## src/rtl/mat_mem_arbiter.sv

```systemverilog
`default_nettype none
// ============================================================================
// Module : mat_mem_arbiter
// Round-robin arbiter sharing the matrix memory between the compute sequencer
// and the host loader, with locked bursts and tagged fixed-latency read return.
// Rev    : 1.0
// ============================================================================
module mat_mem_arbiter #(
  parameter int ADDR_WIDTH = 16,
  parameter int DATA_WIDTH = 32,
  parameter int RD_LATENCY = 1,
  parameter int MAX_BURST  = 8
) (
  input  logic                  clock_i,
  input  logic                  reset_i,          // synchronous, active-low
  input  logic                  c_req_i,
  input  logic                  h_req_i,
  input  logic                  c_write_i,
  input  logic                  h_write_i,
  input  logic                  c_lock_i,
  input  logic                  h_lock_i,
  input  logic [ADDR_WIDTH-1:0] c_addr_i,
  input  logic [ADDR_WIDTH-1:0] h_addr_i,
  input  logic [DATA_WIDTH-1:0] c_wdata_i,
  input  logic [DATA_WIDTH-1:0] h_wdata_i,
  output logic                  c_gnt_o,
  output logic                  h_gnt_o,
  output logic                  c_rvalid_o,
  output logic                  h_rvalid_o,
  output logic [DATA_WIDTH-1:0] rdata_o,
  output logic                  mem_read_o,
  output logic                  mem_write_o,
  output logic [ADDR_WIDTH-1:0] mem_addr_o,
  output logic [DATA_WIDTH-1:0] mem_writedata_o,
  input  logic [DATA_WIDTH-1:0] mem_readdata_i,
  output logic [1:0]            owner_o
);

  localparam int                   CNT_WIDTH = $clog2(MAX_BURST) + 1;
  localparam logic [CNT_WIDTH-1:0] CNT_LIMIT = CNT_WIDTH'(MAX_BURST - 1);
  localparam logic                 SEL_C     = 1'b0;
  localparam logic                 SEL_H     = 1'b1;

  typedef enum logic [1:0] {
    OWN_NONE = 2'b00,
    OWN_C    = 2'b01,
    OWN_H    = 2'b10
  } owner_e;

  owner_e               owner_q, owner_d;
  logic                 last_q, last_d;
  logic [CNT_WIDTH-1:0] cnt_q, cnt_d;

  logic c_gnt, h_gnt, gnt_any;
  logic sel_lock, sel_is_owner, other_req, forced;

  // Arbitration: a live owner keeps the port, otherwise round-robin on ties.
  always_comb begin
    c_gnt = 1'b0;
    h_gnt = 1'b0;
    if (reset_i) begin
      if (owner_q == OWN_C && c_req_i) begin
        c_gnt = 1'b1;
      end else if (owner_q == OWN_H && h_req_i) begin
        h_gnt = 1'b1;
      end else if (c_req_i && h_req_i) begin
        c_gnt = (last_q == SEL_H);
        h_gnt = (last_q == SEL_C);
      end else begin
        c_gnt = c_req_i;
        h_gnt = h_req_i;
      end
    end
  end

  assign gnt_any      = c_gnt | h_gnt;
  assign sel_lock     = h_gnt ? h_lock_i : c_lock_i;
  assign other_req    = h_gnt ? c_req_i : h_req_i;
  assign sel_is_owner = h_gnt ? (owner_q == OWN_H) : (owner_q == OWN_C);
  assign forced       = (cnt_q == CNT_LIMIT) && other_req;

  always_comb begin
    owner_d = OWN_NONE;
    cnt_d   = '0;
    last_d  = last_q;
    if (gnt_any) begin
      last_d = h_gnt ? SEL_H : SEL_C;
      if (sel_lock && !forced) begin
        owner_d = h_gnt ? OWN_H : OWN_C;
        if (!sel_is_owner) begin
          cnt_d = CNT_WIDTH'(1);
        end else if (cnt_q == CNT_LIMIT) begin
          cnt_d = cnt_q;
        end else begin
          cnt_d = cnt_q + CNT_WIDTH'(1);
        end
      end
    end
  end

  always_ff @(posedge clock_i) begin
    if (!reset_i) begin
      owner_q <= OWN_NONE;
      last_q  <= SEL_H;
      cnt_q   <= '0;
    end else begin
      owner_q <= owner_d;
      last_q  <= last_d;
      cnt_q   <= cnt_d;
    end
  end

  assign c_gnt_o         = c_gnt;
  assign h_gnt_o         = h_gnt;
  assign owner_o         = owner_q;
  assign mem_read_o      = (c_gnt & ~c_write_i) | (h_gnt & ~h_write_i);
  assign mem_write_o     = (c_gnt &  c_write_i) | (h_gnt &  h_write_i);
  assign mem_addr_o      = c_gnt ? c_addr_i  : (h_gnt ? h_addr_i  : '0);
  assign mem_writedata_o = c_gnt ? c_wdata_i : (h_gnt ? h_wdata_i : '0);

  // Tag pipeline: bit 0 is the newest stage, the top bit lines up with mem_readdata.
  logic [RD_LATENCY-1:0] vld_q, tag_q;
  logic [RD_LATENCY:0]   vld_shift, tag_shift;

  assign vld_shift = {vld_q, mem_read_o};
  assign tag_shift = {tag_q, h_gnt};

  always_ff @(posedge clock_i) begin
    if (!reset_i) begin
      vld_q <= '0;
      tag_q <= '0;
    end else begin
      vld_q <= vld_shift[RD_LATENCY-1:0];
      tag_q <= tag_shift[RD_LATENCY-1:0];
    end
  end

  assign c_rvalid_o = vld_q[RD_LATENCY-1] & ~tag_q[RD_LATENCY-1];
  assign h_rvalid_o = vld_q[RD_LATENCY-1] &  tag_q[RD_LATENCY-1];
  assign rdata_o    = mem_readdata_i;

endmodule
`default_nettype wire

```

## config.mk

```make
export PLATFORM = sky130hd
export DESIGN_NAME = mat_mem_arbiter
export DESIGN_NICKNAME = d
export VERILOG_FILES = /design/src/rtl/mat_mem_arbiter.sv
export SDC_FILE = /design/constraint.sdc
export NUM_CORES = 1
export LEC_CHECK = 0
export ABC_AREA = 1
export ABC_CLOCK_PERIOD_IN_PS = 1200
export CELL_PAD_IN_SITES_DETAIL_PLACEMENT = 2
export CELL_PAD_IN_SITES_GLOBAL_PLACEMENT = 2
export CORE_AREA = 2 2 81 161
export DETAILED_ROUTE_END_ITERATION = 12
export DIE_AREA = 0 0 83 163
export MAX_ROUTING_LAYER = met4
export PLACE_DENSITY = 0.95
export SYNTH_ARGS = -nofsm -noshare
export SYNTH_HDL_FRONTEND = slang
export SYNTH_SLANG_ARGS = --single-unit
export TNS_END_PERCENT = 100
```

## constraint.sdc

```tcl
create_clock -name clock_i -period 1.2 [get_ports clock_i]
set_input_delay 0.24 -clock clock_i [delete_from_list [all_inputs] [get_ports clock_i]]
set_output_delay 0.24 -clock clock_i [all_outputs]
set_load 0.02 [all_outputs]
```

# == After elaboration in Yosys (flattened, before gate mapping) ==
# Cells that the tools add are included.
# word_totals
inputBits,136
elab_cells,51
register_bits,9
# classes
bitwise,13
eq_ne,4
n_mux,19
addsub,1
n_reduce_logical,8
# op_table
op,n
32-bit two-way mux,2
16-bit two-way mux,2
1-bit two-way mux,14
1-bit AND,6
1-bit logical AND,5
4-bit by 1-bit adder with 4-bit output (second input constant),1
4-bit by 3-bit equality test with 1-bit output (second input constant),1
1-bit NOT,4
4-bit AND reduction,1
1-bit bitwise OR,3
3-bit AND reduction,1
2-bit by 1-bit equality test with 1-bit output (second input constant),1
2-bit equality test (second input constant),1
2-bit two-way mux,1
2-bit inequality test (second input constant),1
1-bit zero test,1

# == Longest topological paths before layout ==
# logic_depth
word_depth,10
depth_mapped,10

# == Worst setup path after synthesis ==
# Ideal clock, no wire load.
# synth_timing
path_kind,register to output
start,"register owner_q[1], in the netlist owner_o[1]"
end,output port mem_writedata_o[15]
arrival_ns,1.435
required_ns,0.960
path_stages_with_launch,7
path_slack_ns,-0.475
path_buffers,1
path_cell_list,dfxtp_1 inv_1 nand3_1 nand2_1 nor2_2 buf_2 a22o_1
# synth_between
elab_chain_cells,7
# synth_lines
element,line_no,source
start: declaration,50,"owner_e owner_q, owner_d;"
start signal: assignment,107,owner_q <= owner_d;
2-bit equality test,64,end else if (owner_q == OWN_H && h_req_i) begin
1-bit logical AND,64,
1-bit two-way mux,64,
1-bit two-way mux (*),62,if (owner_q == OWN_C && c_req_i) begin
1-bit two-way mux (*),61,if (reset_i) begin
via h_gnt_o,27,"output logic h_gnt_o,"
32-bit two-way mux (*) (2 in a row),119,assign mem_writedata_o = c_gnt ? c_wdata_i : (h_gnt ? h_wdata_i : '0);
end: declaration,34,"output logic [DATA_WIDTH-1:0] mem_writedata_o,"
# Mark *: on every way through the listed nets, which the timed path passes. The rest lies on a longest branch.

# == Worst setup path in the final report ==
# layout_timing
start,"register owner_q[0], in the netlist owner_o[0]"
end,output port mem_writedata_o[12]
# layout_between
elab_chain_cells,7
# layout_lines
element,line_no
2-bit equality test,64
1-bit logical AND,64
1-bit two-way mux,64
1-bit two-way mux,62
1-bit two-way mux,61
32-bit two-way mux,119
32-bit two-way mux (*),119
# Every way passes the cells marked *; elsewhere a longest branch is shown, timed or not.

==> run summary <==
CTS
----------------------------------------------------------------------------------------
Number of levels the H-tree was split into                                             1
Hold bufs inserted after CTS                                                           0
Clock slew at reported path FFs                                                  0.05 ns
Root buffer cell                                                               clkbuf_16
TritonCTS buffer count                                                                 3
TritonCTS clock tree                                                                 yes
Later-pin clock latency in the skew report                                       0.25 ns
CTS Buffer Depth                                                                       2
Clk sinks                                                                              9

RUN STATUS
----------------------------------------------------------------------------------------
Status                                                                      finished, violations left
Failing checks                                                              setup timing

LOGIC SYNTHESIS
----------------------------------------------------------------------------------------
Total nets after synthesis                                                           302
Count of distinct cell types in the synthesized netlist                               19
Flop and latch count out of synthesis                                                  9
Number of instances in the synthesized netlist                                       165
Average footprint of a synthesized cell                                       7.30 sq um
Sequential cell area fraction in the yosys report                                  0.150
Syn Std Cell Area                                                             1200 sq um
Total of warnings raised by yosys                                                      0

DETAILED ROUTING
----------------------------------------------------------------------------------------
Post-route antenna net violation count                                                 0
Via count                                                                           1945
Remaining routing DRC violations                                                       0
Average routed wire per standard cell                                            18.4 um
Average vias per placed instance                                                    4.12
Routed WL                                                                        8.69 mm
Starting DRC count in detailed routing                                                16
Detailed Routing Iterations Pass 1                                                     3

TIMING
----------------------------------------------------------------------------------------
Worst Slack Setup Final                                                        -0.717 ns
Time the worst path needs with I/O delays and setup                              1.92 ns
Portion of the clock cycle consumed by the worst path in the final layout           1.60
Worst slew slack as a fraction of its limit                                        0.839
Worst clock skew on the final layout                                          0.00709 ns
RSZ-0062 raised after global routing                                                true
Final Slew Violations                                                                  0
Actual transition at the worst max-transition pin                               0.241 ns
Achievable Freq                                                                0.522 GHz
Minimum hold slack                                                              0.374 ns
Final number of hold-violating endpoints                                               0
Total of endpoints with negative setup slack in the final report                      61

PLACEMENT
----------------------------------------------------------------------------------------
Total of buffers placed on input and output ports                                    159
DP Wirelength                                                                    6.13 mm
Routability-driven placement congestion ratio                                      0.774
Number of placed instances, taps included                                            448
Dpl cell area                                                                 3340 sq um

SETUP PATH
----------------------------------------------------------------------------------------
Worst Setup Path Type                                                       flip-flop to output port
Required time reported for the critical path endpoint                            0.96 ns
Worst Path Max Fanout                                                                  6
Arrival @ worst endpoint                                                         1.68 ns
Crit path capture type                                                       output port
Type of origin of the critical path                                            flip-flop

GRT
----------------------------------------------------------------------------------------
Wire length of the first global-routing pass                                     12.4 mm
Met1 track demand over resource in global routing                                  0.113
Gr busiest metal                                                                    met2
Met2 layer usage reported by global route                                          0.231
Overflow left after global routing                                                     0
Global Route met3 Usage                                                           0.0400
Largest net degree at the start of global routing                                     31
Number of global-route vias before repair                                           2262
Initial antenna violation count                                                        0
Total GRT Usage                                                                    0.121

FLOORPLANNING
----------------------------------------------------------------------------------------
Overall die area                                                             13500 sq um
Die Wd                                                                             83 um
Ports                                                                                224
Standard cell core area                                                      12400 sq um
Starting density of the core                                                      0.0971
Vert. Die Dim                                                                     163 um
Number of core rows                                                                   58

FINISH
----------------------------------------------------------------------------------------
Post-Layout Cell Count                                                               472
Syn-to-layout area delta                                                            229%
Antenna diodes                                                                         0
Share of layout cells above drive strength 1                                       0.553
Most common cell after layout, fill and taps aside                          clkdlybuf4s50_1
Commonest cells after routing, fill and taps aside                          clkdlybuf4s50_1, buf_6, a22o_4
Final Net Count                                                                      460
Cell area after layout                                                        3960 sq um

RUN
----------------------------------------------------------------------------------------
Max-cap violation count                                                                0

POWER AND IR DROP
----------------------------------------------------------------------------------------
Worst IR drop on VDD                                                              563 uV
Power per Cell Area                                                          647 nW/um^2
P_leak                                                                           1.77 nW

MIN PATH
----------------------------------------------------------------------------------------
Type of the worst min-delay path                                            primary input to flip-flop

==> per-layer routing <==
layer	share of wire	vias up
li1	-	877
met1	0.32	902
met2	0.57	152
met3	0.10	14
met4	0.015	0
met5	0	-
==> cell usage after synthesis (all sizes together) <==
| master | instances | area, sq um |
|---|---|---|
| nor3 | 1 | 5.00 |
| dfxtp | 9 | 180 |
| nor2 | 10 | 42.5 |
| xor2 | 1 | 8.76 |
| buf | 42 | 290 |
| a21oi | 2 | 21.3 |
| o22ai | 2 | 12.5 |
| o21ai | 4 | 20.0 |
| ha | 1 | 12.5 |
| a22o | 49 | 429 |
| inv | 18 | 67.6 |
| nand2 | 18 | 72.6 |
| nand3 | 7 | 35.0 |
| nand3b | 1 | 7.51 |
==> metrics by stage <==
stage          utilization  total power [mW]  worst slack (ns)  setup TNS, ns
2_1_floorplan            -              1.09            -0.217         -10.76
3_3_place_gp         0.269              1.65             -1.19         -64.35
3_5_place_dp         0.269              1.68             -1.27         -68.34
4_1_cts              0.308              2.52            -0.716         -37.12
5_1_grt              0.319              2.67            -0.770         -40.66
6_report             0.319              2.56            -0.717         -37.68
==> final cells by class <==
cell class,instances,area (sq um)
clock inverters,1,5.00
repair buffers,195,2180
flip-flops and latches,9,188
fillers,1323,8450
clock buffers,3,75.1
multi-input cells,96,1240
inverters,18,77.6
well taps,150,188
==> worst paths after layout <==
path	startpoint	slack [ns]	to	cells after the start
setup / recovery	owner_o[0]	-0.72	mem_writedata_o[12]	9
hold reg to reg	cnt_q[2]	0.59	cnt_q[2]	2
hold / removal	reset_i	0.37	last_q	2
setup reg to reg	owner_o[0]	-0.41	cnt_q[3]	12
==> critical path, cell delays in order, from the launching register on <==
cell     delay [ns]
dfxtp_4        0.39
inv_4          0.05
nand2_4        0.06
nand2_4        0.07
nor2_4         0.13
nor2_4         0.08
buf_6          0.14
buf_16         0.14
a22o_4         0.24
buf_6          0.13
==> cells by family after synthesis <==
| kind of cell | Yosys count | synth area share |
|---|---|---|
| adders and majority gates | 1 | 0.0104 |
| xor gates and xnor gates | 1 | 0.00727 |
| buffers and inverters | 60 | 0.297 |
| AOI/OAI and AO/OA | 57 | 0.401 |
| and+or+nand+nor | 37 | 0.135 |
| DFF | 9 | 0.150 |
==> state kept, by name, summed over array words and instances, names as in the netlist <==
name     count
cnt_q        4
last_q       1
owner_o      2
tag_q        1
vld_q        1
==> where the power goes <==
part           internal [mW]  switching (mW)
combinational          0.968           0.647
clock                  0.442           0.182
sequential             0.311          0.0148
total                   1.72           0.843
==> repair_timing <==
| item | in CTS | in global routing |
|---|---|---|
| pin swaps | 9 | 14 |
| gates resized for setup | 349 | 20 |
| endpoints found under the setup margin | 62 | 61 |
| cloned | 4 | 3 |
| setup buffers | 12 | 3 |
Power figures use the tool's default switching activity.
